<file path="src/rtl/proj_switch_pkg.sv">
// Shared defaults and FSM encoding for the project switch controller and the
// input/output muxes that consume the design select.
package proj_switch_pkg;

  localparam int unsigned DEF_SEL_BITS      = 3;
  localparam int unsigned DEF_NUM_DESIGNS   = 8;
  localparam int unsigned DEF_RST_CYCLES    = 4;
  localparam int unsigned DEF_SETTLE_CYCLES = 2;
  localparam int unsigned DEF_CNT_W         = 8;

  localparam int unsigned ST_W = 2;

  localparam logic [ST_W-1:0] ST_RUN     = 2'd0;
  localparam logic [ST_W-1:0] ST_QUIESCE = 2'd1;
  localparam logic [ST_W-1:0] ST_GATE    = 2'd2;
  localparam logic [ST_W-1:0] ST_WAKE    = 2'd3;

  // Outputs carried by each state: design reset (active-low) and clock enable.
  function automatic logic state_rst_n(input logic [ST_W-1:0] st);
    return (st == ST_RUN);
  endfunction

  function automatic logic state_clk_en(input logic [ST_W-1:0] st);
    return (st != ST_GATE);
  endfunction

endpackage

</file>
<file path="src/rtl/proj_switch_ctrl_seq_timer.sv">
// Loadable down-counter shared by every timed state of the switch sequencer.
// done_o is high while the count is zero; the count saturates there.
module seq_timer #(
  parameter int unsigned     CNT_W   = 8,
  parameter logic [CNT_W-1:0] RST_VAL = '0
) (
  input  logic             clk,
  input  logic             rst,
  input  logic             load_i,
  input  logic [CNT_W-1:0] value_i,
  output logic             done_o
);

  logic [CNT_W-1:0] cnt_q;
  logic [CNT_W-1:0] cnt_d;

  always_comb begin
    cnt_d = cnt_q;
    if (load_i) begin
      cnt_d = value_i;
    end else if (cnt_q != '0) begin
      cnt_d = cnt_q - CNT_W'(1);
    end
  end

  always_ff @(posedge clk) begin
    if (rst) begin
      cnt_q <= RST_VAL;
    end else begin
      cnt_q <= cnt_d;
    end
  end

  assign done_o = (cnt_q == '0);

endmodule

</file>
<file path="src/rtl/proj_switch_ctrl.sv">
// Sequences a safe change of the active user design: reset it, gate its clock,
// move the select while gated, then restart the new design under reset.
module proj_switch_ctrl
  import proj_switch_pkg::*;
#(
  parameter int unsigned SEL_BITS      = DEF_SEL_BITS,
  parameter int unsigned NUM_DESIGNS   = DEF_NUM_DESIGNS,
  parameter int unsigned RST_CYCLES    = DEF_RST_CYCLES,
  parameter int unsigned SETTLE_CYCLES = DEF_SETTLE_CYCLES,
  parameter int unsigned CNT_W         = DEF_CNT_W
) (
  input  logic                wb_clk_i,
  input  logic                wb_rst_i,
  input  logic                req_valid,
  input  logic [SEL_BITS-1:0] req_sel,
  output logic                req_ready,
  output logic [SEL_BITS-1:0] sel_o,
  output logic                proj_rst_n_o,
  output logic                clk_en_o,
  output logic                busy_o,
  output logic                err_o
);

  localparam int unsigned SEL_W1 = SEL_BITS + 1;

  localparam logic [SEL_BITS:0] NUM_D     = SEL_W1'(NUM_DESIGNS);
  localparam logic [CNT_W-1:0]  RST_LD    = CNT_W'(RST_CYCLES - 1);
  localparam logic [CNT_W-1:0]  SETTLE_LD = CNT_W'(SETTLE_CYCLES - 1);

  logic [ST_W-1:0]     state_q, state_d;
  logic [SEL_BITS-1:0] sel_q, sel_d;
  logic [SEL_BITS-1:0] pend_sel_q, pend_sel_d;
  logic                err_q, err_d;

  logic                tmr_load;
  logic [CNT_W-1:0]    tmr_value;
  logic                tmr_done;
  logic                req_legal;

  assign req_legal = ({1'b0, req_sel} < NUM_D);

  seq_timer #(
    .CNT_W   (CNT_W),
    .RST_VAL (SETTLE_LD)
  ) u_timer (
    .clk     (wb_clk_i),
    .rst     (wb_rst_i),
    .load_i  (tmr_load),
    .value_i (tmr_value),
    .done_o  (tmr_done)
  );

  // Next-state, pending select and error tracking; timer reloads on every state entry.
  always_comb begin
    state_d    = state_q;
    sel_d      = sel_q;
    pend_sel_d = pend_sel_q;
    err_d      = err_q;
    tmr_load   = 1'b0;
    tmr_value  = '0;

    case (state_q)
      ST_RUN: begin
        if (req_valid) begin
          if (!req_legal) begin
            err_d = 1'b1;
          end else begin
            err_d      = 1'b0;
            pend_sel_d = req_sel;
            state_d    = ST_QUIESCE;
            tmr_load   = 1'b1;
            tmr_value  = RST_LD;
          end
        end
      end

      ST_QUIESCE: begin
        if (tmr_done) begin
          tmr_load = 1'b1;
          // A request for the running design is a soft re-reset: no gating needed.
          if (pend_sel_q != sel_q) begin
            state_d   = ST_GATE;
            sel_d     = pend_sel_q;
            tmr_value = SETTLE_LD;
          end else begin
            state_d   = ST_WAKE;
            tmr_value = RST_LD;
          end
        end
      end

      ST_GATE: begin
        if (tmr_done) begin
          state_d   = ST_WAKE;
          tmr_load  = 1'b1;
          tmr_value = RST_LD;
        end
      end

      ST_WAKE: begin
        if (tmr_done) begin
          state_d = ST_RUN;
        end
      end

      default: begin
        state_d   = ST_GATE;
        tmr_load  = 1'b1;
        tmr_value = SETTLE_LD;
      end
    endcase
  end

  always_ff @(posedge wb_clk_i) begin
    if (wb_rst_i) begin
      state_q    <= ST_GATE;
      sel_q      <= '0;
      pend_sel_q <= '0;
      err_q      <= 1'b0;
    end else begin
      state_q    <= state_d;
      sel_q      <= sel_d;
      pend_sel_q <= pend_sel_d;
      err_q      <= err_d;
    end
  end

  assign sel_o        = sel_q;
  assign err_o        = err_q;
  assign req_ready    = (state_q == ST_RUN);
  assign busy_o       = (state_q != ST_RUN);
  assign proj_rst_n_o = state_rst_n(state_q);
  assign clk_en_o     = state_clk_en(state_q);

endmodule

</file>
<file path="config.mk">
export PLATFORM = sky130hd
export DESIGN_NAME = proj_switch_ctrl
export DESIGN_NICKNAME = d
export VERILOG_FILES = /design/src/rtl/proj_switch_pkg.sv /design/src/rtl/proj_switch_ctrl_seq_timer.sv /design/src/rtl/proj_switch_ctrl.sv
export SDC_FILE = /design/constraint.sdc
export NUM_CORES = 1
export LEC_CHECK = 0
export BUFFER_PORTS_ARGS = -buffer_cell sky130_fd_sc_hd__buf_2
export CELL_PAD_IN_SITES_DETAIL_PLACEMENT = 1
export CELL_PAD_IN_SITES_GLOBAL_PLACEMENT = 2
export CORE_ASPECT_RATIO = 0.5
export CORE_MARGIN = 4
export CORE_UTILIZATION = 33
export DETAILED_ROUTE_END_ITERATION = 8
export PLACE_DENSITY = 0.73
export SLEW_MARGIN = 5
export SYNTH_ARGS = -nofsm -noshare
export SYNTH_HDL_FRONTEND = slang
export SYNTH_SLANG_ARGS = --single-unit
</file>
<file path="constraint.sdc">
create_clock -name wb_clk_i -period 1.71 [get_ports wb_clk_i]
set_input_delay 0.2565 -clock wb_clk_i [delete_from_list [all_inputs] [get_ports wb_clk_i]]
set_output_delay 0.2565 -clock wb_clk_i [all_outputs]
set_load 0.03 [all_outputs]
</file>
* Yosys cells after proc, flatten, opt, wreduce, memory -nomap -nowiden
Index checks and enable logic that the tools add are counted.
** Word-level totals
- Bits in latches :: 0
- Bits in registers :: 16
- RAM bits :: 0
- Output and inout bits :: 8
- Memories kept :: 0
- Memory bits (read-only) :: 0
- Logic and storage cells :: 39
** Operators by class
- Shift operators :: 0
- Bitwise logic cells :: 0
- $mul :: 0
- Div/mod/pow operators :: 0
- Multiplexer cells :: 16
- Add/sub/neg operators :: 1
- Eq/ne operators :: 9
- Order comparisons :: 0
- Reduce and logical (&&, ||, !) cells :: 9
** Operator list (number)
- $mux 2 :: 8
- $mux 8 :: 2
- $ne 2x2->1 const B :: 5
- $logic_not 8->1 :: 1
- $pmux 2 s4 :: 1
- $reduce_bool 8->1 :: 1
- $sub 8x1->8 const B :: 1
- $pmux 2 s3 :: 1
- $eq 2x2->1 const B :: 2
- $reduce_and 4->1 :: 1
- $reduce_bool 2->1 :: 2
- $mux 1 :: 3
- $ne 3x3->1 :: 1
- $reduce_and 3->1 :: 1
- $eq 2x1->1 const B :: 1
- $logic_not 2->1 :: 1
- $pmux 1 s2 :: 1
- $reduce_and 2->1 :: 1
- $reduce_or 2->1 :: 1

* Depth between registers and ports, before layout
Gate-level depths: netlist (run 1).
- Word-level depth :: 5
- Mapped depth :: 6
- Gate-level depth less buffers :: 6

* By module
From an unflattened synthesis (run 1), not the netlist that was laid out.
** Unflattened totals
- Cell total of the unflattened synthesis :: 111
- Area, all modules :: 947.2 um2
** Modules (own cells, without submodules)
- proj_switch_ctrl :: times used 1, area an instance 489.2 um2, cells each 60
- seq_timer :: times used 1, area an instance 457.9 um2, cells each 51

* Worst setup path before layout (run 1)
Ideal clock, no wire load.
- Path type :: register to register
- From :: register state_q[0]
- To :: register state_q[1]
- Stages on the path, launching flop included :: 7
- Clock period less this slack :: 1876 ps
- Setup slack :: -166 ps
- Data required time :: 1590 ps
- Buffers on the path :: 0
- Arrival :: 1756 ps
- Library setup time :: 120 ps
- Path through :: dfxtp_1 -> inv_1 -> ha_1 -> inv_1 -> nor2_1 -> nor2_1 -> a211o_1
** On the way
- Cells in the longest elaborated chain, start to end :: 3
- Elaborated cells between the ends (all ways) :: 10
- Classes of those cells :: eq/ne: 7; mux: 1; reduce/logical: 2
** Ends and longest elaborated chain
- start, declared :: line proj_switch_ctrl.sv:30 : logic [ST_W-1:0] state_q, state_d;
- start signal, assigned :: line proj_switch_ctrl.sv:121 : state_q <= state_d;
- $logic_not 2->1 (*)
- named net proj_rst_n_o :: line proj_switch_ctrl.sv:18 : output logic proj_rst_n_o,
- $ne 2x2->1 (no line)
- $reduce_and 4->1 (no line)
Mark *: on every way through the listed nets, which the timed path passes. The rest lies on a longest branch.
A chain may end at the register's enable or synchronous reset.

* Worst setup path after layout (run 1)
- From :: register state_q[0]
- To :: output port clk_en_o
** On the way
- Cells in the longest elaborated chain, start to end :: 1
** Ends and longest elaborated chain
- $ne 2x2->1 :: line proj_switch_pkg.sv:24 : return (st != ST_GATE);
- end, declared :: line proj_switch_ctrl.sv:19 : output logic clk_en_o,
Every way passes these cells.

==> impl_metrics.tcl, run 1 <==
set metrics [dict create \
    status "finished clean" \
    yosysWarnings 0 \
    multi_input_area_um2 586 \
    clockBufferDepth 2 \
    nNetsFinal 142 \
    syn_nets 122 \
    drtIter0Drc 34 \
    row_count 13 \
    core_um2 2650 \
    hold_ws_ps 253 \
    clkTransAtPathRegs_ps 70 \
    cp_data_arrival_time_ps 1360 \
    ys_ff_latch 16 \
    wirelength_mm 2.10 \
    ir_worst_vdd_uv 529 \
    drt_first_pass_iters 4 \
    grt_overflow_total 0 \
    synth_area_leader_cell "dfxtp_1" \
    htreeDepth 1 \
    areaGrowthSynthToFinish_pct 22.1 \
    cts_sinks 16 \
    finalMaxSlewViolations 0 \
    rsz0062_at_grt "no" \
    grt_pass1_wl_mm 3.66 \
    final.setup.tns_ps 0 \
    design.die.area_um2 3790 \
    pin_count 14 \
    hold_class "input port to flip-flop" \
    synth_area_leaders "dfxtp_1 34%, ha_1 11%, mux2i_1 6.4%" \
    synthesis.area_um2 932 \
    syn_inst 108 \
    fin_crit_sh 0.943 \
    clk_latency_ps 250 \
    layout_commonest_cell "dfxtp_1" \
    clockPowerShare 0.167 \
    grt_pass1_vias 814 \
    setup_viol 0 \
    start_kind "flip-flop" \
    seqPwrFrac 0.277 \
    antenna_found_initial 0 \
    min_period_ps 1610 \
    ctsRootBufferMaster "clkbuf_8" \
    start_util 0.352 \
    cap_violations 0 \
    end_kind "output pin" \
    critical_path_class "flip-flop to output pin" \
    die_y_um 45.6 \
    via_count 792 \
    fin_skew_ps 4.65 \
    ys_types 33 \
    critPathMaxFanout 4 \
    dpl.hpwl_mm 1.65 \
    synth_top_area_share 0.344 \
    critPathRequiredTime_ps 1450 \
    power.internal_mw 1.17 \
    nFillCells 334 \
    power_leakage_nw 0.503 \
    antenna_cells 0 \
    cts_buffers 3 \
    synth-seq-area-share 0.344 \
    cts_tree "done" \
    drc 0 \
    seqCellArea_um2 320 \
    avgSynthCellArea_um2 8.63 \
    wire_per_inst_um 12.8 \
    power_frac_comb 0.556 \
    switching_share 0.425 \
    power_switching_mw 0.869 \
    drive_above_1_share 0.236 \
    grt_usage 0.123 \
    via_per_inst 4.83 \
    portBuffers 12 \
    ctsHoldBuffers 0 \
    fmax_mhz 620 \
    ant_nets 0 \
    p_per_area_nw_per_um2 1790 \
    gp_congestion 0.720 \
    grt_max_degree 11 \
    hold_viol 0 \
    die-width_um 83.2 \
    final_cell_mix "16 x dfxtp_1, 14 x nor2_1, 12 x buf_2" \
]
==> worst paths after layout <==
check                        to  depth (start not counted)  slack, ps           from
setup reg to reg     state_q[1]                          6        110     state_q[0]
setup / recovery       clk_en_o                          5        100     state_q[0]
hold / removal    pend_sel_q[2]                          3        250     req_sel[2]
hold reg to reg   pend_sel_q[2]                          2        480  pend_sel_q[2]
==> cell families (layout without fill, tap and decap cells) <==
family,Yosys count,after routing,share of synthesized area
mux,6,6,0.0644
flops,16,16,0.344
simple gates,44,44,0.262
xor+xnor,5,5,0.0470
fa+ha+maj,8,8,0.107
compound gates,18,18,0.124
buf+inv,10,29,0.0483
other cells,1,1,0.00402
==> Yosys cell counts (all sizes together) <==
cell	number
a211o	1
a211oi	1
a21oi	8
a31oi	1
and4	1
buf	3
conb	1
dfxtp	16
ha	8
inv	7
mux2i	6
nand2	7
nand2b	1
nand3	4
nand3b	2
nand4	1
nor2	14
nor3	7
nor3b	1
nor4	3
nor4b	1
o21a	1
o21ai	4
o311ai	1
o31a	1
or2b	1
or3	1
xnor2	4
xor2	1
==> critical path, cell delays in order (launching register included) <==
cell	delay (ps)
dfxtp_1	370
inv_1	110
ha_1	230
buf_4	140
inv_1	70
buf_2	190
==> stage by stage <==
stage / util / instance area (um^2) / worst slack, ps / power, mW / cells
final: 0.429 / 1140 / 97.8 / 2.04 / 164
after global routing: 0.429 / 1140 / 16.1 / 2.24 / 164
after CTS: 0.423 / 1120 / 14.1 / 2.04 / 164
after detailed placement: 0.403 / 1070 / 52.0 / 1.68 / 160
after global placement: 0.403 / 1070 / 90.4 / 1.68 / 160
after floorplan: - / 935 / 24.7 / 1.40 / 108
==> layer usage <==
metal,vias to the layer above,routed length (um),part of all wire,GRT usage
met1,365,1080,0.51,0.158
met5,-,0,0,0
li1,411,-,-,-
met2,14,908,0.43,0.205
met3,2,102,0.049,0.0523
met4,0,10,0.0048,0.00977
==> layout make-up <==
cell class / instances / share of cell area
clock buffers: 4 / 0.0484
inverters: 7 / 0.0231
multi-input cells: 82 / 0.514
flip-flops and latches: 16 / 0.281
well taps: 37 / 0.0407
repair buffers: 18 / 0.0923
==> power by group through the flow <==
stage	Sequential (mW)	Combinational, mW	Clock (mW)
2_1_floorplan	0.569	0.831	0
3_3_place_gp	0.575	1.11	0
3_5_place_dp	0.576	1.11	0
4_1_cts	0.568	1.12	0.357
5_1_grt	0.583	1.29	0.375
6_report	0.566	1.14	0.341
==> sequential cells by signal, indices dropped and copies added, names as in the netlist <==
| register | count |
|---|---|
| pend_sel_q | 3 |
| state_q | 2 |
| sel_o | 3 |
| u_timer.cnt_q | 8 |
==> repair_timing <==
item | in CTS | in global routing
setup endpoints to repair | 0 | 6
buffers inserted | 0 | 0
gates resized for setup | 0 | 3
Power figures use the tool's default switching activity.
==> inputs of run 2 (changes only) <==
- GPL_TIMING_DRIVEN: unset -> 0
==> run 2 against run 1 <==
  * Via count grew 2.1%
  * Clock power shrank 17%
  * Cell area grew 2.1%
  * Global-route usage shrank 0.25 points
  * Total power grew 2.6%
  * Die area is the same
  * Core utilization grew 0.90 points
  * Flip-flop and latch count is the same
  * Highest routed layer is now met3
==> impl_metrics.tcl, run 2 (synthesis results as in run 1) <==
set metrics [dict create \
    status "finished clean" \
    antenna_found_initial 0 \
    slew_headroom 0.659 \
    top_register "u_timer.cnt_q" \
    clockBufferDepth 2 \
    fin_crit_sh 0.945 \
    nNetsFinal 142 \
    core_um2 2650 \
    pin_count 14 \
    hold_class "input port to flip-flop" \
    grt_max_degree 11 \
    dp_cells 156 \
    cp_slowest_cell "dfxtp_2" \
    die_y_um 45.6 \
    cap_violations 0 \
    critPathMaxFanout 9 \
    stdcell_area_um2 1160 \
    grt_pass1_vias 775 \
    wire_per_inst_um 13.2 \
    fin_skew_ps 1.84 \
    fmax_mhz 619 \
    clk_latency_ps 250 \
    totalPowerFinal_mw 2.10 \
    wirelength_mm 2.14 \
    hold_viol 0 \
    drt_first_pass_iters 2 \
    portBuffers 11 \
    slowest_delay_ps 340 \
    grt_usage 0.121 \
    critical_path_class "flip-flop to output pin" \
    p_per_area_nw_per_um2 1800 \
    min_period_ps 1620 \
    clkTransAtPathRegs_ps 60 \
    via_count 809 \
    finalMaxSlewViolations 0 \
    cp_data_arrival_time_ps 1360 \
    grt_overflow_total 0 \
    largest_register_ffs 8 \
    via_per_inst 4.96 \
    setup_viol 0 \
    grt_pass1_wl_mm 3.55 \
    cts_tree "done" \
    hold_ws_ps 258 \
    rsz0062_at_grt "no" \
    areaGrowthSynthToFinish_pct 24.7 \
    end_kind "output pin" \
    drive_above_1_share 0.294 \
    cts_sinks 16 \
    drc 0 \
    start_util 0.352 \
    ctsRootBufferMaster "clkbuf_8" \
    design.die.area_um2 3790 \
    final_cell_mix "13 x nor2_1, 13 x dfxtp_1, 11 x buf_2" \
    ant_nets 0 \
    gp_congestion 0.664 \
    dpl.hpwl_mm 1.62 \
    critPathRequiredTime_ps 1450 \
    power_leakage_nw 0.500 \
    place_area_um2 1040 \
    antenna_cells 0 \
    drtIter0Drc 19 \
    htreeDepth 1 \
    cts_buffers 3 \
    worstPathCellList "inv_1 > ha_2 > buf_4 > buf_2" \
    row_count 13 \
    final_cells 163 \
    ir_worst_vdd_uv 602 \
    final.setup.tns_ps 0 \
    die-width_um 83.2 \
    worst_pin_slew_ps 507 \
    start_kind "flip-flop" \
]
==> run 2: through the flow <==
step                      setup slack, ps  utilization
final                                94.3        0.438
after global routing                0.607        0.438
after CTS                            3.86        0.412
after detailed placement             -170        0.391
after global placement               -175        0.391
after floorplan                      24.7            -
==> run 2: per-layer routing <==
metal / up-vias / GRT usage / share of wire
met2: 13 / 0.204 / 0.43
li1: 410 / - / -
met3: 0 / 0.0505 / 0.053
met5: - / 0 / 0
met4: 0 / 0.00977 / 0
met1: 386 / 0.153 / 0.51
==> run 2: final timing paths <==
check | startpoint | end | slack, ps | depth (start not counted)
hold reg to reg | pend_sel_q[1] | pend_sel_q[1] | 490 | 2
hold / removal | req_sel[1] | pend_sel_q[1] | 260 | 3
setup reg to reg | u_timer.cnt_q[0] | state_q[1] | 100 | 6
setup / recovery | state_q[0] | req_ready | 90 | 4
==> run 2: repair_timing <==
item / 4_1_cts / 5_1_grt
hold buffers: 0 / 0
pin swaps: 0 / 2
endpoints found under the setup margin: 13 / 14
endpoints found under the hold margin: 0 / 0
setup buffers: 0 / 4
gates cloned: 0 / 0
gates resized for setup: 3 / 12
==> run 2: area by class of cell <==
cell class / count / area, um^2
inverters: 7 / 26.3
fillers: 322 / 1490
plain buffers: 3 / 18.8
repair buffers: 15 / 85.1
flip-flops and latches: 16 / 324
well taps: 37 / 46.3
multi-input cells: 82 / 621
clock buffers: 3 / 41.3
==> run 2: power by group <==
part           internal (mW)  switching [mW]  total [mW]  leakage [nW]
Combinational          0.547           0.667        1.21         0.348
Sequential             0.474           0.126       0.600         0.131
Clock                  0.156           0.127       0.283        0.0216
Total                   1.18           0.921        2.10         0.500
==> run 2: worst max-delay path, delay by kind of cell, from the launching register on <==
family / cells / cell delay [ps]
buffers and inverters: 3 / 450
flip-flops: 1 / 340
adder cells (fa/ha/maj): 1 / 320
